$ cat src/rtl/load_store_unit.sv
// RV32I load/store unit: IDLE -> ACCESS -> RESP handshake to a word-wide memory port.
// Define LSU_MISALIGN_TRAP_EN to trap misaligned H/W accesses instead of force-aligning them.
module load_store_unit #(
  parameter int MEM_TIMEOUT = 255
) (
  input  logic        clk,
  input  logic        rst_n,
  input  logic        req_valid,
  output logic        req_ready,
  input  logic        req_we,
  input  logic [2:0]  req_funct3,
  input  logic [31:0] req_addr,
  input  logic [31:0] req_wdata,
  output logic        rsp_valid,
  output logic [31:0] rsp_rdata,
  output logic        rsp_err,
  output logic        mem_req,
  output logic        mem_we,
  output logic [31:0] mem_addr,
  output logic [3:0]  mem_be,
  output logic [31:0] mem_wdata,
  input  logic        mem_ack,
  input  logic [31:0] mem_rdata
);

  localparam logic [1:0] IDLE   = 2'd0;
  localparam logic [1:0] ACCESS = 2'd1;
  localparam logic [1:0] RESP   = 2'd2;
  localparam logic [7:0] TMO_LAST = 8'(MEM_TIMEOUT - 1);

  logic [1:0] state;
  logic [7:0] tmo_cnt;
  logic [2:0] f3_q;
  logic [1:0] off_q;

  logic       illegal;
  logic       early_err;
  logic [1:0] eff_off;
  logic [3:0] be;

  function automatic logic [31:0] load_extend(input logic [2:0]  f3,
                                              input logic [1:0]  off,
                                              input logic [31:0] rd);
    logic [31:0] sh;
    sh = rd >> {off, 3'b000};
    case (f3)
      3'b000:  return {{24{sh[7]}}, sh[7:0]};
      3'b001:  return {{16{sh[15]}}, sh[15:0]};
      3'b100:  return {24'd0, sh[7:0]};
      3'b101:  return {16'd0, sh[15:0]};
      default: return sh;
    endcase
  endfunction

  assign req_ready = (state == IDLE);
  assign mem_req   = (state == ACCESS);

  // Request decode: lane offset after natural alignment, byte enables, legality.
  always_comb begin
    illegal = (req_funct3 == 3'b011) || (req_funct3[2:1] == 2'b11) || (req_funct3[2] && req_we);
    case (req_funct3[1:0])
      2'b00: begin
        eff_off = req_addr[1:0];
        be      = 4'b0001 << req_addr[1:0];
      end
      2'b01: begin
        eff_off = {req_addr[1], 1'b0};
        be      = 4'b0011 << {req_addr[1], 1'b0};
      end
      default: begin
        eff_off = 2'b00;
        be      = 4'b1111;
      end
    endcase
`ifdef LSU_MISALIGN_TRAP_EN
    early_err = illegal || (eff_off != req_addr[1:0]);
`else
    early_err = illegal;
`endif
  end

  always_ff @(posedge clk or negedge rst_n) begin
    if (!rst_n) begin
      state     <= IDLE;
      tmo_cnt   <= 8'd0;
      rsp_valid <= 1'b0;
      rsp_err   <= 1'b0;
      rsp_rdata <= 32'd0;
      mem_we    <= 1'b0;
      mem_addr  <= 32'd0;
      mem_be    <= 4'd0;
      mem_wdata <= 32'd0;
      f3_q      <= 3'd0;
      off_q     <= 2'd0;
    end else begin
      case (state)
        IDLE: begin
          if (req_valid) begin
            if (early_err) begin
              state     <= RESP;
              rsp_valid <= 1'b1;
              rsp_err   <= 1'b1;
              rsp_rdata <= 32'd0;
            end else begin
              state     <= ACCESS;
              tmo_cnt   <= 8'd0;
              mem_we    <= req_we;
              mem_addr  <= {req_addr[31:2], 2'b00};
              mem_be    <= be;
              mem_wdata <= req_wdata << {eff_off, 3'b000};
              f3_q      <= req_funct3;
              off_q     <= eff_off;
            end
          end
        end
        ACCESS: begin
          if (mem_ack) begin
            state     <= RESP;
            rsp_valid <= 1'b1;
            rsp_err   <= 1'b0;
            rsp_rdata <= mem_we ? 32'd0 : load_extend(f3_q, off_q, mem_rdata);
          end else if (tmo_cnt == TMO_LAST) begin
            state     <= RESP;
            rsp_valid <= 1'b1;
            rsp_err   <= 1'b1;
            rsp_rdata <= 32'd0;
          end else begin
            tmo_cnt <= tmo_cnt + 8'd1;
          end
        end
        RESP: begin
          state     <= IDLE;
          rsp_valid <= 1'b0;
          rsp_err   <= 1'b0;
          rsp_rdata <= 32'd0;
        end
        default: state <= IDLE;
      endcase
    end
  end

endmodule

$ cat config.mk
export PLATFORM = sky130hd
export DESIGN_NAME = load_store_unit
export DESIGN_NICKNAME = d
export VERILOG_FILES = /design/src/rtl/load_store_unit.sv
export SDC_FILE = /design/constraint.sdc
export NUM_CORES = 1
export LEC_CHECK = 0
export ABC_AREA = 0
export BUFFER_PORTS_ARGS = -buffer_cell sky130_fd_sc_hd__clkbuf_2
export CORE_MARGIN = 5
export CORE_UTILIZATION = 50
export DETAILED_ROUTE_END_ITERATION = 10
export PLACE_DENSITY = 0.81
export SETUP_SLACK_MARGIN = 0.02
export SYNTH_ARGS = -nofsm -noshare
export SYNTH_HDL_FRONTEND = slang
export SYNTH_SLANG_ARGS = --single-unit
$ cat constraint.sdc
create_clock -name clk -period 2.1 [get_ports clk]
set_clock_uncertainty 0.1 [all_clocks]
set_input_delay 0.105 -clock clk [delete_from_list [all_inputs] [get_ports clk]]
set_output_delay 0.105 -clock clk [all_outputs]
set_load 0.01 [all_outputs]
==> impl_summary.log <==
[metrics] outcome: complete, no violations
[metrics] total count of max-transition violations in the final report: 0
[metrics] category of the most critical setup path: register to register
[metrics] worst hold slack: roughly 0.023 ns
[metrics] RSZ-0062 raised after global routing: false
[metrics] clock tree from TritonCTS: yes
[metrics] pin count of the biggest net entering global routing: 83
[metrics] worst skew pair latency: 0.51 ns
[metrics] antenna violations before repair: 2
[metrics] final setup violating endpoints: 0
[metrics] Placeable Area: 0.01089 mm^2
[metrics] Die Wd: 115.5 um
[metrics] relative slew slack: 0.4821
[metrics] maximum operating frequency: approximately 0.50 GHz
[metrics] CTS H-Tree Depth: 4
[metrics] synthesized flop and latch total: 116
[metrics] Max Root-Sink Buffers: 2
[metrics] worst-case setup slack after placement: between 0.1 and 0.15 ns
[metrics] final setup margin: 0.1113 ns
[metrics] Psw: about 3.5 mW
[metrics] Worst EP required: between 2 and 2.5 ns
[metrics] top-area cell type share of the netlist area: 0.5219
[metrics] number of enable-type register cells in the synthesized netlist: 0
[metrics] via count of the first global-routing pass: 5513
[metrics] most area-consuming cells after synthesis: dfrtp_1, mux2_2, mux2i_1
[metrics] cell area after placement: a little under 0.007 mm^2
[metrics] share of layout cells above drive strength 1: 0.4275
[metrics] detailed placement HPWL: ~11 mm
[metrics] Mapped Area: ~0.0056 mm^2
[metrics] cell accounting for the most synthesized area: dfrtp_1
[metrics] Via density: 5.577
[metrics] area of all placed cells without fillers: about 0.0084 mm^2
[metrics] I/O pin count: 209
[metrics] wire length of the first global-routing pass: 27.63 mm
[metrics] count of max-cap constraint violations: 0
[metrics] commonest non-fill, non-tap cells in the layout: clkbuf_2, dfrtp_1, dlygate4sd3_1
[metrics] synth-to-layout area growth: 51.43%
[metrics] Initial Util: 0.5108
[metrics] DRC violations left: 0
[metrics] shortest clock period the worst path allows after layout: slightly below 2 ns
[metrics] distinct cell type count of the synthesized netlist: between 40 and 50
[metrics] worst voltage drop across the vdd grid: approximately 0.74 mV
[metrics] Startpoint Class: register
[metrics] global router's overall resource usage: 0.2644
[metrics] average cell area after synthesis: 11.86 um^2
[metrics] GR Overflow Total: 0
[metrics] number of nets in the final layout: a little under 900
[metrics] summed negative setup slack over all endpoints: 0 ns
[metrics] DRT iter0 DRCs: between 300 and 400
[metrics] class of the most critical hold timing path: input pin to register
[metrics] sequential-to-total area share from yosys stat: 0.5219
[metrics] Seq pwr share: 0.360
[metrics] CTS Buf Count: 17
[metrics] most frequent standard cell in the layout excluding fill and tap cells: clkbuf_2
[metrics] cell count after synthesis: ~470
[metrics] total internal power: about 6.7 mW
[metrics] arrival time worst endpoint: about 2.3 ns
[metrics] CTS Sinks: around 120
[metrics] routed wire length: around 18 mm
[metrics] clock network fraction of design power: 0.268
[metrics] highest net fanout along the worst path: 18
[metrics] mux share of post-synthesis cell area: 0.2013
[metrics] Final ANT Viol Nets: 0
[metrics] compound-cell area share of the yosys netlist: 0.1496
[metrics] combinational share of power: 0.372
[metrics] area enclosed by the die boundary: between 0.01 and 0.015 mm^2
[metrics] Top FF cell, synth: dfrtp_1
[metrics] Least-Margin Pin Slew: 0.7740 ns
[metrics] clock transition at the registers of the reported paths: about 0.060 ns
[metrics] Final Hold Vio Count: 0
[metrics] switching power share of the total: 0.3474
[metrics] routability cong.: approximately 0.87
[metrics] floorplan die height: between 100 and 150 um
[metrics] Worst setup EP type: register
[metrics] Post-synth ARST share: 1.000
[metrics] Post-Synth XOR/XNOR Area: 0
[metrics] simple logic cell fraction of the synthesized area: 0.08661
[metrics] Clock Root Buffer: clkbuf_8
[metrics] portion of the clock cycle consumed by the worst path in the final layout: 0.9470
[metrics] first-pass iteration count of the detailed router: 5
[metrics] drt wl/cell: roughly 19 um
[metrics] number of core rows: 38
[metrics] Via Count: between 5k and 6k
[metrics] standby leakage power: 4.150 nW
[metrics] dominant combinational cell family by area after synthesis: multiplexers
[metrics] PD cells: approximately 1200 mW/mm^2
[metrics] number of synthesis warnings: 0
[metrics] adder and majority gate portion of the synthesized area: 0.004499
[metrics] IO buf count: approximately 210
[metrics] fill cell total of the finished layout: approximately 650
through the flow:
step	util	cells	power [mW]
final	0.7735	934	10.21
after CTS	0.7710	931	10.16
after floorplan	-	470	5.658
after global placement	0.6250	798	7.056
after global routing	0.7735	934	10.77
after detailed placement	0.6250	798	7.215
cell usage after synthesis, types with 3 or more instances:
library cell and instances:
a21oi_1 19, a221o_1 6, a221o_2 10, a2bb2oi_1 8, buf_2 22, clkbuf_1 11
dfrtp_1 116, inv_1 5, mux2_2 53, mux2i_1 50, nand2_1 50, nand3_1 5
nor2_1 12, nor2b_1 4, nor3b_2 3, o211ai_1 4, o21ai_0 23, o2bb2ai_1 21
o31ai_1 8, or2_2 4, or4b_2 4
per-layer routing:
metal  part of all wire  up-vias  track usage
met5            0.00074        -            0
met4              0.024        2       0.1103
met3              0.088       35      0.08460
met2               0.51      269       0.4603
met1               0.38     2545       0.3004
li1                   -     2358            -
kinds of logic after synthesis:
logic type | Yosys count
adders and majority gates | 2
AOI/OAI and AO/OA | 110
other | 1
buffers and inverters | 41
and+or+nand+nor | 95
DFF | 116
muxes | 104
power by group through the flow:
| stage | clock (mW) | combinational (mW) | sequential (mW) |
|---|---|---|---|
| floorplan | 0 | 1.73 | 3.93 |
| finish | 2.74 | 3.79 | 3.68 |
| global placement | 0 | 3.44 | 3.61 |
| detailed placement | 0 | 3.55 | 3.67 |
| CTS | 2.79 | 3.72 | 3.66 |
| global route | 2.88 | 4.13 | 3.77 |
state kept, by name, summed over array words and instances (netlist names):
signal,count
f3_q,3
off_q,2
rsp_rdata,32
rsp_err,1
mem_be,4
mem_we,1
tmo_cnt,8
state,2
rsp_valid,1
mem_addr,30
mem_wdata,32
path summary, 6_finish.rpt:
kind                                 end           from  slack [ns]  cells after the start
max reg2reg                 rsp_rdata[1]       off_q[0]        0.11                      6
min                        rsp_rdata[13]  mem_rdata[13]        0.02                      5
min reg2reg                 rsp_rdata[7]   rsp_rdata[7]        0.39                      1
max                         rsp_rdata[1]       off_q[0]        0.11                      6
max in group asynchronous    mem_addr[5]          rst_n        1.60                      3
min in group asynchronous  rsp_rdata[14]          rst_n        0.06                      3
final cells by class:
cell class	count	area [um^2]	area share
clock buffers	22	462.9	0.05497
clock inverters	10	105.1	0.01248
well taps	140	175.2	0.02080
diodes	1	2.502	0.0002971
multi-input cells	313	2480	0.2945
flip-flops and latches	116	2903	0.3447
repair buffers	327	2275	0.2701
inverters	5	18.77	0.002228
worst max-delay path: stages (launching register included):
cell and delay (ns):
dfrtp_1 0.47, buf_8 0.23, mux2i_1 0.24, dlygate4sd3_1 0.58, nor2_1 0.04, a21oi_1 0.12, o2bb2ai_1 0.08
repair_timing:
action                     4_1_cts  5_1_grt
setup endpoints to repair        0        7
resized for setup                0        3
hold endpoints to repair       215        0
buffers inserted                 0        2
hold buffers                   101        0
(Power assumes the default switching activity.)
